--- src/rtl/dds_loader.sv ---
// Write-side sequencer for one multi-channel dds: clears the parameter buffers, writes
// thetas/deltas/ampls from a stream, then starts circulation. Optional: DDS_LOADER_AUTOSTART_EN.
module dds_loader #(
  parameter int unsigned SIG_WIDTH = 16,
  parameter int unsigned N_CH      = 8,
  parameter int unsigned THETAS    = 0,
  parameter int unsigned DELTAS    = 1,
  parameter int unsigned AMPLS     = 2,
  parameter logic [8:0]  ADDR_IDLE = 9'h1FF
) (
  input  logic                        clk,
  input  logic                        a_rst_n,
  input  logic                        i_load_go,
  input  logic                        i_stop,
  input  logic                        i_start,
  input  logic                        s_valid,
  input  logic signed [SIG_WIDTH-1:0] s_data,
  output logic                        s_ready,
  output logic                        o_dds_rst,
  output logic                        o_dds_start,
  output logic [8:0]                  o_dds_addrs,
  output logic signed [SIG_WIDTH-1:0] o_dds_fifo_data,
  output logic                        o_busy,
  output logic                        o_running,
  output logic                        o_done
);

  localparam int unsigned AW   = 9;
  localparam int unsigned CH_W = (N_CH > 1) ? $clog2(N_CH) : 1;

  typedef enum logic [2:0] {
    S_IDLE, S_CLEAR, S_LOAD, S_FLUSH, S_ARMED, S_RUN
  } state_e;

  state_e                        state_q, state_d;
  logic [CH_W-1:0]               ch_q, ch_d;
  logic [1:0]                    fld_q, fld_d;
  logic                          ready_q, ready_d;
  logic                          dds_rst_q, dds_rst_d;
  logic                          start_q, start_d;
  logic [AW-1:0]                 addrs_q, addrs_d;
  logic signed [SIG_WIDTH-1:0]   data_q, data_d;
  logic                          busy_q, busy_d;
  logic                          done_q, done_d;

  logic                          hs_c;
  logic                          last_c;
  logic                          ch_wrap_c;
  logic [AW-1:0]                 fld_addr_c;

`ifdef DDS_LOADER_AUTOSTART_EN
  logic unused_start_c;
  assign unused_start_c = i_start;
`endif

  assign hs_c      = (state_q == S_LOAD) && s_valid && ready_q;
  assign ch_wrap_c = (ch_q == CH_W'(N_CH - 1));
  assign last_c    = hs_c && ch_wrap_c && (fld_q == 2'd2);

  always_comb begin
    case (fld_q)
      2'd0:    fld_addr_c = AW'(THETAS);
      2'd1:    fld_addr_c = AW'(DELTAS);
      default: fld_addr_c = AW'(AMPLS);
    endcase
  end

  // Next state, counters and the registered output values for the next cycle
  always_comb begin
    state_d   = state_q;
    ch_d      = ch_q;
    fld_d     = fld_q;
    dds_rst_d = 1'b0;
    start_d   = 1'b0;
    addrs_d   = ADDR_IDLE;
    data_d    = '0;
    done_d    = 1'b0;

    case (state_q)
      S_IDLE: begin
        if (i_load_go) state_d = S_CLEAR;
      end
      S_CLEAR: begin
        ch_d  = '0;
        fld_d = '0;
        if (i_stop) begin
          state_d   = S_IDLE;
          dds_rst_d = 1'b1;
        end else begin
          state_d = S_LOAD;
        end
      end
      S_LOAD: begin
        if (i_stop) begin
          state_d   = S_IDLE;
          dds_rst_d = 1'b1;
        end else if (hs_c) begin
          addrs_d = fld_addr_c;
          data_d  = s_data;
          if (ch_wrap_c) begin
            ch_d  = '0;
            fld_d = fld_q + 2'd1;
          end else begin
            ch_d = ch_q + CH_W'(1);
          end
          if (last_c) begin
            state_d = S_FLUSH;
            done_d  = 1'b1;
          end
        end
      end
      S_FLUSH: begin
        if (i_stop) begin
          state_d   = S_IDLE;
          dds_rst_d = 1'b1;
        end else begin
`ifdef DDS_LOADER_AUTOSTART_EN
          state_d = S_RUN;
          start_d = 1'b1;
`else
          state_d = S_ARMED;
`endif
        end
      end
      S_ARMED: begin
        if (i_load_go) begin
          state_d = S_CLEAR;
        end else if (i_stop) begin
          state_d = S_IDLE;
`ifndef DDS_LOADER_AUTOSTART_EN
        end else if (i_start) begin
          state_d = S_RUN;
          start_d = 1'b1;
`endif
        end
      end
      S_RUN: begin
        // Reload has priority over stop
        if (i_load_go) begin
          state_d = S_CLEAR;
        end else if (i_stop) begin
          state_d = S_IDLE;
        end else begin
          start_d = 1'b1;
        end
      end
      default: state_d = S_IDLE;
    endcase

    if (state_d == S_CLEAR) dds_rst_d = 1'b1;
    ready_d = (state_d == S_LOAD);
    busy_d  = (state_d == S_CLEAR) || (state_d == S_LOAD) || (state_d == S_FLUSH);
  end

  always_ff @(posedge clk or negedge a_rst_n) begin
    if (!a_rst_n) begin
      state_q   <= S_IDLE;
      ch_q      <= '0;
      fld_q     <= '0;
      ready_q   <= 1'b0;
      dds_rst_q <= 1'b0;
      start_q   <= 1'b0;
      addrs_q   <= ADDR_IDLE;
      data_q    <= '0;
      busy_q    <= 1'b0;
      done_q    <= 1'b0;
    end else begin
      state_q   <= state_d;
      ch_q      <= ch_d;
      fld_q     <= fld_d;
      ready_q   <= ready_d;
      dds_rst_q <= dds_rst_d;
      start_q   <= start_d;
      addrs_q   <= addrs_d;
      data_q    <= data_d;
      busy_q    <= busy_d;
      done_q    <= done_d;
    end
  end

  assign s_ready         = ready_q;
  assign o_dds_rst       = dds_rst_q;
  assign o_dds_start     = start_q;
  assign o_running       = start_q;
  assign o_dds_addrs     = addrs_q;
  assign o_dds_fifo_data = data_q;
  assign o_busy          = busy_q;
  assign o_done          = done_q;

endmodule

--- config.mk ---
export PLATFORM = sky130hd
export DESIGN_NAME = dds_loader
export DESIGN_NICKNAME = d
export VERILOG_FILES = /design/src/rtl/dds_loader.sv
export SDC_FILE = /design/constraint.sdc
export NUM_CORES = 1
export LEC_CHECK = 0
export BUFFER_PORTS_ARGS = -buffer_cell sky130_fd_sc_hd__buf_2
export CAP_MARGIN = 20
export CORE_AREA = 2 2 58 60
export CTS_CLUSTER_DIAMETER = 150
export DETAILED_ROUTE_END_ITERATION = 12
export DIE_AREA = 0 0 60 62
export MAX_ROUTING_LAYER = met4
export PLACE_DENSITY = 0.72
export RECOVER_POWER = 50
export SYNTH_ARGS = -nofsm -noshare
export SYNTH_HDL_FRONTEND = slang
export SYNTH_SLANG_ARGS = --single-unit
--- constraint.sdc ---
create_clock -name clk -period 1.4 [get_ports clk]
set_input_delay 0 -clock clk [delete_from_list [all_inputs] [get_ports clk]]
set_output_delay 0 -clock clk [all_outputs]
set_load 0.02 [all_outputs]
==> results.md, run 1 <==
- Final WL: 3130 µm
- Worst Skew: 0.0134 ns
- Clock root cell: clkbuf_4
- Yosys synthesis warning count: 0
- GRT Overall Usage: 19.0%
- Largest net degree at the start of global routing: 33
- TritonCTS Buffers: 5
- Synth Register Bits: 32
- Type of the most critical hold path: primary input to flop
- Worst EP required: 1.62 ns
- Most instantiated library cell after synthesis: dfrtp_1
- Dpl cells: 202
- Largest cells by area after synthesis: dfrtp_1, and3_1, buf_4
- Sequential area share after synthesis: 57.7%
- Drt initial violations: 37
- Async SR Flop Fraction: 100%
- Outcome: finished clean
- CP startpoint kind: flop
- Dpl hpwl: 2050 µm
- Post-synth top cells: dfrtp_1, and3_1, buf_4, inv_1, ha_1
- Clk Latency, worst-skew pair: 0.34 ns
- Post-Synth Simple-Gate Area: 17.7%
- CP Max Fanout: 4
- PostCTS Resize Cnt: 0
- FP Rows: 21
- Slew Limit Fails: 0
- EDFF count, synth: 0
- Max-slew headroom: 48.0%
- Design Area, Final: 1920 µm²
- RSZ-0062 raised after global routing: no
- Syn Area/Cell: 12.6 µm²
- Cell Count, Final, Fillers Out: 230
- Crit path DAT: 1.59 ns
- Nets: 210
- Post-Syn Instances: 111
- Die width: 60 µm
- Remaining global-route overflow: 0
- First-pass DRT Iterations: 4
- DR DRC count: 0
- Synthesized cell area: 1400 µm²
- Area post-placement: 1660 µm²
- Largest family of logic cells by synthesized area: simple AND/OR/NAND/NOR gates
- Synth area leader: dfrtp_1
- Synth unique cells: 33
- P per Cell Area: 1040 nW/µm²
- Post-Synth XOR/XNOR Area: 0.628%
- Fillers: 261
- Post-synthesis adder-cell area fraction: 4.48%
- Clk buf depth: 2
- Io pins: 53
- Compound-gate portion of the synthesized area: 8.52%
- Vias per cell: 4.64
- Setup TNS: 0 ns
- Antenna Nets Post-Route: 0
- Clock-pin slew on the worst setup and hold paths: 0.11 ns
- Leakage: 0.00105 µW
- Ant. Diodes: 0
- CTS tree: yes
- Synth top area share: 52.0%
- Fin crit period: 1.37 ns
- Syn_nets: 138
- First-pass GRT wire length: 4790 µm
- Hold Vio Cnt, Final: 0
- Slew @ Worst Pin: 0.780 ns
- Area grow syn2layout: 37.7%
- Main flop type after synthesis: dfrtp_1
- Max cap viols: 0
- Htree depth: 2
- Initial antenna violation count: 0
- Vias: 1,068
- Core area: 3180 µm²
- Multiplexer share of the synthesized area: 1.43%
- VDD IR-drop max: 490 µV
- DP Worst Slack: 0.0592 ns
- Setup slack after layout: 0.0335 ns
- Final Setup Violations: 0
- Final worst-path cycle share: 97.6%
- Fmax: 732 MHz
- Clk sinks: 32
- Critical Path Sink Type: flop
- Type of the worst setup path: flop to flop
- Gpl congestion: 0.720
- Die H: 62 µm
- Initial Utilization: 43.9%
- Number of global-route vias before repair: 1,030
- Total die area: 3720 µm²
- Routed len/inst: 13.6 µm
- Layout cells sized above 1: 34.2%
- Port buffer count: 52
worst max-delay path, stage by stage (launching register included):
cell     delay (ns)
dfrtp_1        0.43
ha_1           0.21
ha_1           0.28
a221o_1        0.33
layout by cell type (no fill, tap or decap), drive strengths merged, types with 3 or more instances in the layout:
| cell type | count |
|---|---|
| nor2b | 3 |
| inv | 8 |
| dlygate4sd3 | 19 |
| o21ai | 3 |
| ha | 5 |
| dfrtp | 29 |
| nand2b | 3 |
| nand2 | 4 |
| and3 | 16 |
| buf | 44 |
| clkbuf | 21 |
| dfstp | 3 |
state kept, by name, summed over array words and instances (netlist names):
register         cells
o_dds_fifo_data     16
ch_q                 3
o_dds_addrs          3
state_q              3
fld_q                2
o_busy               1
o_dds_rst            1
o_dds_start          1
o_done               1
s_ready              1
layout make-up:
class	count	area (µm²)	area share [%]
clock buffer	5	37.5	1.95
clock inverter	3	42.5	2.21
inverter	8	30.0	1.56
multi-input combinational	57	457	23.8
sequential	32	805	41.9
tap	46	57.6	3.00
timing repair buffer	79	492	25.6
metrics by stage:
step / hold slack, ns / utilization (%) / total power (µW)
floorplan: -0.296 / - / 1160
global placement: 0.0689 / 52.3 / 1250
detailed placement: 0.0846 / 52.3 / 1260
CTS: 0.0342 / 60.8 / 2010
global route: 0.0533 / 60.4 / 2080
finish: 0.0283 / 60.4 / 1990
what timing repair did:
item / CTS / global route
setup buffers: 0 / 1
hold buffers: 19 / 0
endpoints found under the setup margin: 0 / 1
endpoints found under the hold margin: 47 / 0
cells by family (layout without fill, tap and decap cells):
logic type / Yosys count / count (layout)
AOI/OAI and AO/OA: 14 / 14
xor gates and xnor gates: 1 / 1
adders and majority gates: 5 / 5
buffers and inverters: 22 / 95
DFF: 32 / 32
muxes: 2 / 2
and+or+nand+nor: 35 / 35
final timing paths:
kind	startpoint	end	slack (ns)	depth (start not counted)
max in group asynchronous	a_rst_n	o_dds_fifo_data[15]$_DFF_PN0_	0.63	2
min in group asynchronous	a_rst_n	o_dds_fifo_data[6]$_DFF_PN0_	0.26	2
worst max register to register	ch_q[0]$_DFFE_PN0P_	ch_q[2]$_DFFE_PN0P_	0.03	3
worst min register to register	fld_q[0]$_DFFE_PN0P_	fld_q[0]$_DFFE_PN0P_	0.51	1
worst max-delay path	ch_q[0]$_DFFE_PN0P_	ch_q[2]$_DFFE_PN0P_	0.03	3
worst min-delay path	i_start	o_dds_start$_DFF_PN0_	0.03	3
report_power, final:
group	internal (µW)	total, µW	switching, µW	leakage, µW
Sequential	963	996	33.0	0.000431
Clock	372	707	335	0.0000412
Combinational	135	292	157	0.000576
layer usage:
metal  wire, µm  global-route usage, %  vias to the layer above  part of all wire [%]
met3        181                   6.42                        5                   5.8
met1       1360                   20.2                      502                    43
met2       1530                   32.3                       45                    49
met4         62                   8.57                        0                   2.0
li1           -                      -                      516                     -
met5          0                      -                        -                     0
Note: power is estimated with default switching activity, not from simulation.
==> run 2, diff against run 1 <==
--- a/config.mk
+++ b/config.mk
@@ -11,6 +11,7 @@
 export CTS_CLUSTER_DIAMETER = 150
 export DETAILED_ROUTE_END_ITERATION = 12
 export DIE_AREA = 0 0 60 62
+export GPL_TIMING_DRIVEN = 0
 export MAX_ROUTING_LAYER = met4
 export PLACE_DENSITY = 0.72
 export RECOVER_POWER = 50
==> results.md, run 2 (same netlist as run 1, synthesis figures left out) <==
- Final Setup Violations: 0
- Hold path depth: 3
- Worst hold start: i_start
- Setup slack after layout: 0.0547 ns
- Leakage: 0.00108 µW
- Dpl cells: 208
- Antenna Nets Post-Route: 0
- Final worst-path cycle share: 96.1%
- Nets: 217
- Slew @ Worst Pin: 0.762 ns
- Ant. Diodes: 0
- Remaining global-route overflow: 0
- Final WL: 2910 µm
- First-pass DRT Iterations: 4
- Total die area: 3720 µm²
- Clock root cell: clkbuf_4
- Clk buf depth: 2
- Worst Skew: 0.00801 ns
- DP Worst Slack: 0.0680 ns
- Htree depth: 2
- Cell Count, Final, Fillers Out: 236
- Vias: 1,096
- Dpl hpwl: 2000 µm
- Routed len/inst: 12.3 µm
- CP startpoint kind: flop
- Most common cell after layout, fill and taps aside: buf_2
- Max cap viols: 0
- GRT Overall Usage: 18.0%
- FP Rows: 21
- Initial Utilization: 43.9%
- Design Area, Final: 1950 µm²
- Layout cells sized above 1: 36.8%
- Hold Vio Cnt, Final: 0
- Crit path DAT: 1.57 ns
- Vias per cell: 4.64
- Fillers: 258
- CTS tree: yes
- First-pass GRT wire length: 4670 µm
- Clk sinks: 32
- Critical Path Sink Type: flop
- Type of the most critical hold path: primary input to flop
- CP Max Fanout: 3
- Max reg flops: 16
- Initial antenna violation count: 0
- Most frequent cells in the layout: buf_2, dfrtp_1, dlygate4sd3_1, and3_1, clkbuf_1
- Max-slew headroom: 49.2%
- Area post-placement: 1710 µm²
- TritonCTS Buffers: 5
- VDD IR-drop max: 434 µV
- Core area: 3180 µm²
- Worst R2R Path Depth: 3
- Setup TNS: 0 ns
- Flop-to-flop setup slack: 0.05 ns
- Hold Path End: o_dds_start$_DFF_PN0_
- Gpl congestion: 0.748
- P per Cell Area: 911 nW/µm²
- FF-to-FF Start: ch_q[0]$_DFFE_PN0P_
- Largest net degree at the start of global routing: 33
- Worst r2r dst: ch_q[2]$_DFFE_PN0P_
- Slew Limit Fails: 0
- Die H: 62 µm
- Port buffer count: 51
- Outcome: finished clean
- Drt initial violations: 10
- Fmax: 743 MHz
- Worst setup path start: ch_q[0]$_DFFE_PN0P_
- DR DRC count: 0
- Type of the worst setup path: flop to flop
- Hold Slack: 0.0333 ns
- Die width: 60 µm
- Clock-pin slew on the worst setup and hold paths: 0.09 ns
- RSZ-0062 raised after global routing: yes
- Clk Latency, worst-skew pair: 0.34 ns
- Io pins: 53
- Number of global-route vias before repair: 1,076
- Worst EP required: 1.62 ns
- Fin crit period: 1.35 ns
- Area grow syn2layout: 39.6%
==> run 2: critical path: stages, from the launching register on <==
cell and delay, ns:
dfrtp_1 0.42, ha_1 0.22, ha_1 0.28, a221o_1 0.32
==> run 2: how the worst max path moves through the flow <==
stage | end | cells past startpoint | slack, ns
floorplan | ch_q[2]$_DFFE_PN0P_ | 3 | 0.12
global placement | ch_q[2]$_DFFE_PN0P_ | 3 | 0.08
detailed placement | s_ready$_DFF_PN0_ | 5 | 0.07
CTS | ch_q[2]$_DFFE_PN0P_ | 3 | 0.03
global route | s_ready$_DFF_PN0_ | 5 | -0.03
finish | ch_q[2]$_DFFE_PN0P_ | 3 | 0.05
==> run 2: timing repair <==
| action | 4_1_cts | 5_1_grt |
|---|---|---|
| setup endpoints to repair | 0 | 11 |
| setup buffers | 0 | 2 |
| hold buffers | 19 | 0 |
| endpoints found under the hold margin | 48 | 0 |
| gates resized for setup | 0 | 1 |
==> run 2: layer usage <==
layer / global-route usage [%] / share of wire (%)
met2: 31.2 / 50
met1: 18.9 / 41
met4: 8.57 / 2.3
met3: 5.18 / 6.8
met5: - / 0
==> run 2: cell type report <==
cell class                 count  area (µm²)  area share [%]
multi-input combinational     57         462            23.7
clock inverter                 1        5.00           0.257
sequential                    32         805            41.3
timing repair buffer          72         444            22.8
tap                           46        57.6            2.95
buffer                        14         104            5.33
clock buffer                   6        41.3            2.12
inverter                       8        30.0            1.54
==> run 2: report_power, final <==
| group | switching (µW) | internal [µW] |
|---|---|---|
| clock network | 296 | 184 |
| registers | 19.4 | 963 |
| logic | 171 | 142 |
| total | 486 | 1290 |
==> run 2: per-stage QoR <==
| step | total power (µW) | utilization (%) |
|---|---|---|
| 2_1_floorplan | 1160 | - |
| 3_3_place_gp | 1250 | 53.7 |
| 3_5_place_dp | 1270 | 53.7 |
| 4_1_cts | 1790 | 61.2 |
| 5_1_grt | 1850 | 61.3 |
| 6_report | 1780 | 61.3 |
